===== config.mk =====
export PLATFORM = sky130hd
export DESIGN_NAME = acc_stream_dispatch
export DESIGN_NICKNAME = d
export VERILOG_FILES = /design/src/rtl/acc_stream_dispatch.sv
export SDC_FILE = /design/constraint.sdc
export NUM_CORES = 2
export LEC_CHECK = 0
export BUFFER_PORTS_ARGS = -buffer_cell sky130_fd_sc_hd__buf_2
export CAP_MARGIN = 0
export CORE_ASPECT_RATIO = 0.6
export CORE_MARGIN = 4
export CORE_UTILIZATION = 43
export DETAILED_ROUTE_END_ITERATION = 8
export PLACE_DENSITY_LB_ADDON = 0.25
export SETUP_SLACK_MARGIN = 0.05
export SKIP_LAST_GASP = 1
export SLEW_MARGIN = 10
export SYNTH_ARGS = -nofsm -noshare
export SYNTH_HDL_FRONTEND = slang
export SYNTH_SLANG_ARGS = --single-unit

===== constraint.sdc =====
create_clock -name clk -period 3.55 [get_ports clk]
set_input_delay 0.1775 -clock clk [delete_from_list [all_inputs] [get_ports clk]]
set_output_delay 0.1775 -clock clk [all_outputs]
set_load 0.02 [all_outputs]

===== src/rtl/acc_stream_dispatch.sv =====
// Routes one DMA stream pair to one of N_ENG engines and buffers results in a show-ahead FIFO.
// Optional error flag logic is built when ACC_DISPATCH_ERR_EN is defined.
module acc_stream_dispatch #(
    parameter int unsigned DATA_W     = 32,
    parameter int unsigned N_ENG      = 3,
    parameter int unsigned FIFO_DEPTH = 64,
    parameter int unsigned LEN_W      = 7
) (
    input  logic                    clk,
    input  logic                    rst_n,
    input  logic [N_ENG-1:0]        ap_start,
    input  logic [LEN_W-1:0]        out_len,
    output logic                    ap_idle,
    output logic [N_ENG-1:0]        ap_done,
    output logic                    err,
    input  logic                    ss_tvalid,
    input  logic [DATA_W-1:0]       ss_tdata,
    input  logic                    ss_tlast,
    output logic                    ss_tready,
    output logic [N_ENG-1:0]        eng_ss_tvalid,
    output logic [DATA_W-1:0]       eng_ss_tdata,
    output logic                    eng_ss_tlast,
    input  logic [N_ENG-1:0]        eng_ss_tready,
    input  logic [N_ENG*DATA_W-1:0] eng_dout,
    input  logic [N_ENG-1:0]        eng_dvalid,
    output logic [N_ENG-1:0]        eng_dready,
    input  logic                    sm_tready,
    output logic                    sm_tvalid,
    output logic [DATA_W-1:0]       sm_tdata,
    output logic                    sm_tlast
);

    localparam int unsigned PTR_W = (FIFO_DEPTH > 1) ? $clog2(FIFO_DEPTH) : 1;
    localparam int unsigned CNT_W = PTR_W + 1;

    localparam logic [1:0] S_IDLE  = 2'd0;
    localparam logic [1:0] S_RUN   = 2'd1;
    localparam logic [1:0] S_DRAIN = 2'd2;
    localparam logic [1:0] S_DONE  = 2'd3;

    logic [1:0]        state;
    logic [1:0]        state_nxt;
    logic [N_ENG-1:0]  sel;
    logic [LEN_W-1:0]  len;
    logic [LEN_W-1:0]  wr_cnt;
    logic [LEN_W-1:0]  rd_cnt;
    logic [DATA_W-1:0] mem [FIFO_DEPTH];
    logic [PTR_W-1:0]  wr_ptr;
    logic [PTR_W-1:0]  rd_ptr;
    logic [CNT_W-1:0]  count;
    logic [DATA_W-1:0] res_data;
    logic              start_onehot;
    logic              start_ok;
    logic              fifo_full;
    logic              fifo_empty;
    logic              in_run;
    logic              in_out;
    logic              res_valid;
    logic              wr_en;
    logic              rd_en;

    assign start_onehot = (ap_start != '0) && ((ap_start & (ap_start - N_ENG'(1))) == '0);
    assign start_ok     = (state == S_IDLE) && start_onehot && (out_len != '0);
    assign fifo_full    = (count == CNT_W'(FIFO_DEPTH));
    assign fifo_empty   = (count == '0);
    assign in_run       = (state == S_RUN);
    assign in_out       = (state == S_RUN) || (state == S_DRAIN);

    // One-hot AND-OR select of the active engine's result word
    always_comb begin
        res_data = '0;
        for (int unsigned i = 0; i < N_ENG; i++) begin
            if (sel[i]) begin
                res_data = res_data | eng_dout[i*DATA_W +: DATA_W];
            end
        end
    end

    assign res_valid = |(eng_dvalid & sel);
    assign wr_en     = in_run && !fifo_full && res_valid;
    assign rd_en     = sm_tvalid && sm_tready;

    assign ss_tready     = in_run && (|(eng_ss_tready & sel));
    assign eng_ss_tvalid = (in_run && ss_tvalid) ? sel : '0;
    assign eng_ss_tdata  = ss_tdata;
    assign eng_ss_tlast  = ss_tlast;
    assign eng_dready    = (in_run && !fifo_full) ? sel : '0;

    assign sm_tvalid = in_out && !fifo_empty;
    assign sm_tdata  = sm_tvalid ? mem[rd_ptr] : '0;
    assign sm_tlast  = sm_tvalid && (rd_cnt == len - LEN_W'(1));

    assign ap_idle = (state == S_IDLE);
    assign ap_done = (state == S_DONE) ? sel : '0;

    always_ff @(posedge clk or negedge rst_n) begin
        if (!rst_n) begin
            state <= S_IDLE;
        end else begin
            state <= state_nxt;
        end
    end

    always_comb begin
        state_nxt = state;
        case (state)
            S_IDLE:  if (start_ok) state_nxt = S_RUN;
            S_RUN:   if (wr_en && (wr_cnt == len - LEN_W'(1))) state_nxt = S_DRAIN;
            S_DRAIN: if (rd_en && (rd_cnt == len - LEN_W'(1))) state_nxt = S_DONE;
            S_DONE:  state_nxt = S_IDLE;
            default: state_nxt = S_IDLE;
        endcase
    end

    // Job context, counters and FIFO bookkeeping; a legal start flushes the FIFO
    always_ff @(posedge clk or negedge rst_n) begin
        if (!rst_n) begin
            sel    <= '0;
            len    <= '0;
            wr_cnt <= '0;
            rd_cnt <= '0;
            wr_ptr <= '0;
            rd_ptr <= '0;
            count  <= '0;
        end else if (start_ok) begin
            sel    <= ap_start;
            len    <= out_len;
            wr_cnt <= '0;
            rd_cnt <= '0;
            wr_ptr <= '0;
            rd_ptr <= '0;
            count  <= '0;
        end else begin
            if (wr_en) begin
                wr_ptr <= wr_ptr + PTR_W'(1);
                wr_cnt <= wr_cnt + LEN_W'(1);
            end
            if (rd_en) begin
                rd_ptr <= rd_ptr + PTR_W'(1);
                rd_cnt <= rd_cnt + LEN_W'(1);
            end
            case ({wr_en, rd_en})
                2'b10:   count <= count + CNT_W'(1);
                2'b01:   count <= count - CNT_W'(1);
                default: count <= count;
            endcase
        end
    end

    always_ff @(posedge clk) begin
        if (wr_en) begin
            mem[wr_ptr] <= res_data;
        end
    end

`ifdef ACC_DISPATCH_ERR_EN
    logic err_q;
    logic illegal_start;
    logic drop;

    assign illegal_start = (state == S_IDLE) && (ap_start != '0) && !(start_onehot && (out_len != '0));
    assign drop          = (state == S_DRAIN) && res_valid;

    // Sticky until the next accepted start
    always_ff @(posedge clk or negedge rst_n) begin
        if (!rst_n) begin
            err_q <= 1'b0;
        end else if (start_ok) begin
            err_q <= 1'b0;
        end else if (illegal_start || drop) begin
            err_q <= 1'b1;
        end
    end

    assign err = err_q;
`else
    assign err = 1'b0;
`endif

endmodule


==> out/results.ini <==
[outcome]
status=complete, but fails checks
violations=design-rule violations, negative setup slack

[logic_synthesis]
asyncSetResetFlopFracSynth=0.0215
synth_edf_count=2048
synthCells=3480
yosysWarnings=0
ys.flop_type=edfxtp_1
yosysSeqAreaShare=0.769
synth_seq_cells=2093
synth.avg_cell_area_um2=23.4
synthesis.nets=3640
synth_cell_type_count=50
synth_area_um2=81400

[global_routing]
grt_pass1_wl_um=305000
overflow=0
grt_use_total=0.219
first_global_vias=39200
antenna_found_initial=1
grt_max_degree=65

[power_and_ir_drop]
switching_share=0.299
switching_power_mw=22.1
p_int_mw=51.8
peakVddDrop_v=0.000634
seqPwrFrac=0.424
power_density_nw_per_um2=769
combPwrFrac=0.316
pwr-share-clk=0.261
leakage_nw=29.9

[sta]
layout_setup_ws_ns=-0.207
finalHoldViolCount=0
final-max-slew-violation-count=0
rsz0062_at_grt=true
setup-violations-final=32
period_share=1.06
min_period_ns=3.76
fmax_mhz=266
tightest_slew_ns=1.19
slew_headroom=0.204
fin_skew_ns=0.0509

[cts]
clock_latency_ns=0.83
cts-buffers-inserted=188
cts.sinks=2093
clock_path_buffers=4
clk_pin_slew_worst_paths_ns=0.07
htree_levels=4
root_buffer=clkbuf_16
cts_tree=done

[floorplanning]
die_y_um=345
die_w_um=570
die-area_um2=197000
io_pins=228
fp-row-count=123
start_util=0.433
core_area_um2=188000

[hold_path]
hold_depth=3
min_to=len[3]$_DFFE_PN0P_
min-delay-start=out_len[3]
hold_class=input pin to flop

[setup_path]
reg2reg_depth=10
timing.rr.start=state[1]$_DFFE_PN0P_
setup.worst_path.end_class=primary output
critPathLaunchType=flop
path_max_fanout=11
crit_required_ns=3.37
ff2ff_setup_slack_ns=0.47
worstSetupPathType=flop to primary output
reg2reg_to=mem[63][15]$_DFFE_PP_
crit_arrival_ns=3.58

[layout]
fillCellCount=14500
drive_above_1_share=0.377
final_cells=6630
fin_nets=4154
syn2layout_area_growth_pct=17.9

[drt]
drtPass1Iterations=9
vias_per_cell=6.06
drt_iter0_drc=6013
drc=5
detail-route-antenna-nets=0
wl_per_cell_um=33.0
wl_um=219000
via_count=40200

[placement]
portBuffers=160
place_ws_ns=0.176
dp_cells=6192
gp_congestion=0.770
hpwlAfterDp_um=123000

[job]
drv_cap=0

[worst max path at each step]
stage	startpoint	end	slack, ns	depth (start not counted)
2_1_floorplan	state[1]$_DFFE_PN0P_	mem[63][0]$_DFFE_PP_	0.04	9
3_3_place_gp	rd_ptr[0]$_DFFE_PN0P_	sm_tdata[31]	0.13	9
3_5_place_dp	rd_ptr[0]$_DFFE_PN0P_	sm_tdata[31]	0.18	9
4_1_cts	rd_ptr[0]$_DFFE_PN0P_	sm_tdata[5]	-0.25	9
5_1_grt	rd_ptr[0]$_DFFE_PN0P_	sm_tdata[23]	-0.29	9
6_report	rd_ptr[0]$_DFFE_PN0P_	sm_tdata[23]	-0.21	9
[state kept, by name, summed over array words and instances (netlist names)]
name and cells:
mem 2048, count 7, len 7, rd_cnt 7, wr_cnt 7, rd_ptr 6, wr_ptr 6, sel 3
state 2
[power by group through the flow]
stage	Clock, mW	Combinational, mW	Sequential [mW]
2_1_floorplan	0	13.1	31.8
3_3_place_gp	0	19.8	31.9
3_5_place_dp	0	20.1	31.9
4_1_cts	19.6	22.0	31.3
5_1_grt	20.8	24.7	31.3
6_report	19.3	23.3	31.3
[cell usage in the layout, fill, tap and decap left out, types with 7 or more instances in the layout]
master / n
bufinv_16: 8
and3_1: 8
nor2_1: 41
buf_16: 27
mux2i_1: 45
nor3_1: 8
mux2i_2: 11
o211ai_1: 8
buf_12: 97
buf_4: 211
nor2b_1: 11
nor2_4: 64
dlygate4sd3_1: 16
xor2_1: 21
a222oi_1: 34
clkinv_1: 58
o21ai_0: 10
mux4_2: 628
o22ai_2: 15
dfrtp_1: 40
buf_6: 29
a21oi_1: 16
ha_1: 11
buf_8: 8
nand3_1: 8
edfxtp_1: 2048
clkbuf_16: 202
inv_1: 24
xnor2_1: 24
nand2_1: 35
clkbuf_1: 50
a211oi_1: 7
clkinv_2: 20
mux2i_4: 12
mux2_2: 16
nand4_1: 11
buf_2: 145
[logic make-up (layout without fill, tap and decap cells)]
family	count (synthesis)	count (layout)	share of synthesized area
and+or+nand+nor	217	217	0.0123
buffers and inverters	269	918	0.0161
adders and majority gates	11	11	0.00169
DFF	2093	2093	0.769
AOI/OAI and AO/OA	132	132	0.0118
muxes	712	712	0.184
xor gates and xnor gates	45	45	0.00484
other	1	2	0.0000460
[synth_stat cells, types with 4 or more instances]
| cell | instances | area (µm²) |
|---|---|---|
| inv_1 | 46 | 173 |
| dfrtp_1 | 45 | 1130 |
| buf_6 | 5 | 56.3 |
| nor2b_1 | 14 | 87.6 |
| ha_1 | 11 | 138 |
| o21ai_0 | 15 | 75.1 |
| xor2_1 | 21 | 184 |
| buf_2 | 53 | 265 |
| nor3_1 | 10 | 50.1 |
| mux2i_1 | 68 | 681 |
| nand4_1 | 11 | 68.8 |
| nand3_1 | 8 | 40.0 |
| a211oi_1 | 14 | 105 |
| edfxtp_1 | 2048 | 61500 |
| nor2_1 | 105 | 394 |
| a21oi_1 | 20 | 100 |
| nand2_1 | 35 | 131 |
| clkbuf_1 | 88 | 330 |
| a222oi_1 | 34 | 340 |
| and2_1 | 4 | 25.0 |
| buf_1 | 24 | 90.1 |
| a31oi_1 | 5 | 31.3 |
| mux4_2 | 628 | 14100 |
| nand2b_1 | 5 | 31.3 |
| o211ai_1 | 8 | 60.1 |
| and3_1 | 8 | 50.1 |
| xnor2_1 | 24 | 210 |
| mux2_2 | 16 | 180 |
| buf_4 | 53 | 398 |
| o22ai_1 | 22 | 138 |
[final cells by class]
class | instances | area, µm² | area share
antenna | 1 | 2.50 | 0.0000261
timing repair buffer | 547 | 5970 | 0.0622
sequential | 2093 | 62600 | 0.652
clock buffer | 244 | 5010 | 0.0521
tap | 2500 | 3130 | 0.0326
inverter | 46 | 179 | 0.00186
clock inverter | 81 | 604 | 0.00629
multi-input combinational | 1118 | 18500 | 0.193
[through the flow]
stage                     total power, mW  instance area [µm²]  utilization  TNS (ns)  hold slack [ns]
after CTS                            72.9                95000        0.505     -6.71            0.102
after floorplan                      44.9                81400            -         0           -0.118
final                                73.9                96000        0.511     -3.95            0.160
after global placement               51.7                88000        0.468         0            0.141
after global routing                 76.7                96000        0.511     -7.43            0.129
after detailed placement             52.0                88000        0.468         0            0.141
[routing by layer]
| layer | global-route usage | wire length, µm | vias up |
|---|---|---|---|
| li1 | - | - | 15900 |
| met1 | 0.346 | 96700 | 21900 |
| met2 | 0.305 | 95900 | 2122 |
| met3 | 0.0571 | 22300 | 253 |
| met4 | 0.0473 | 4000 | 0 |
| met5 | 0 | 0 | - |
[repair_timing]
item                                   4_1_cts  5_1_grt
setup endpoints to repair                   32       32
pin swaps                                   10       20
gates resized for setup                     92       97
setup buffers                               28       46
hold buffers                                16        0
endpoints found under the hold margin       63        0
cloned                                      14       12
[critical path, cell delays in order, from the launching register on]
cell and delay [ns]:
dfrtp_4 0.46, buf_12 0.15, buf_16 0.17, buf_16 0.17
mux4_2 0.52, mux4_2 0.59, mux2i_4 0.23, buf_4 0.15
o22ai_2 0.11, buf_6 0.17
Note: power is estimated with default switching activity, not from simulation.
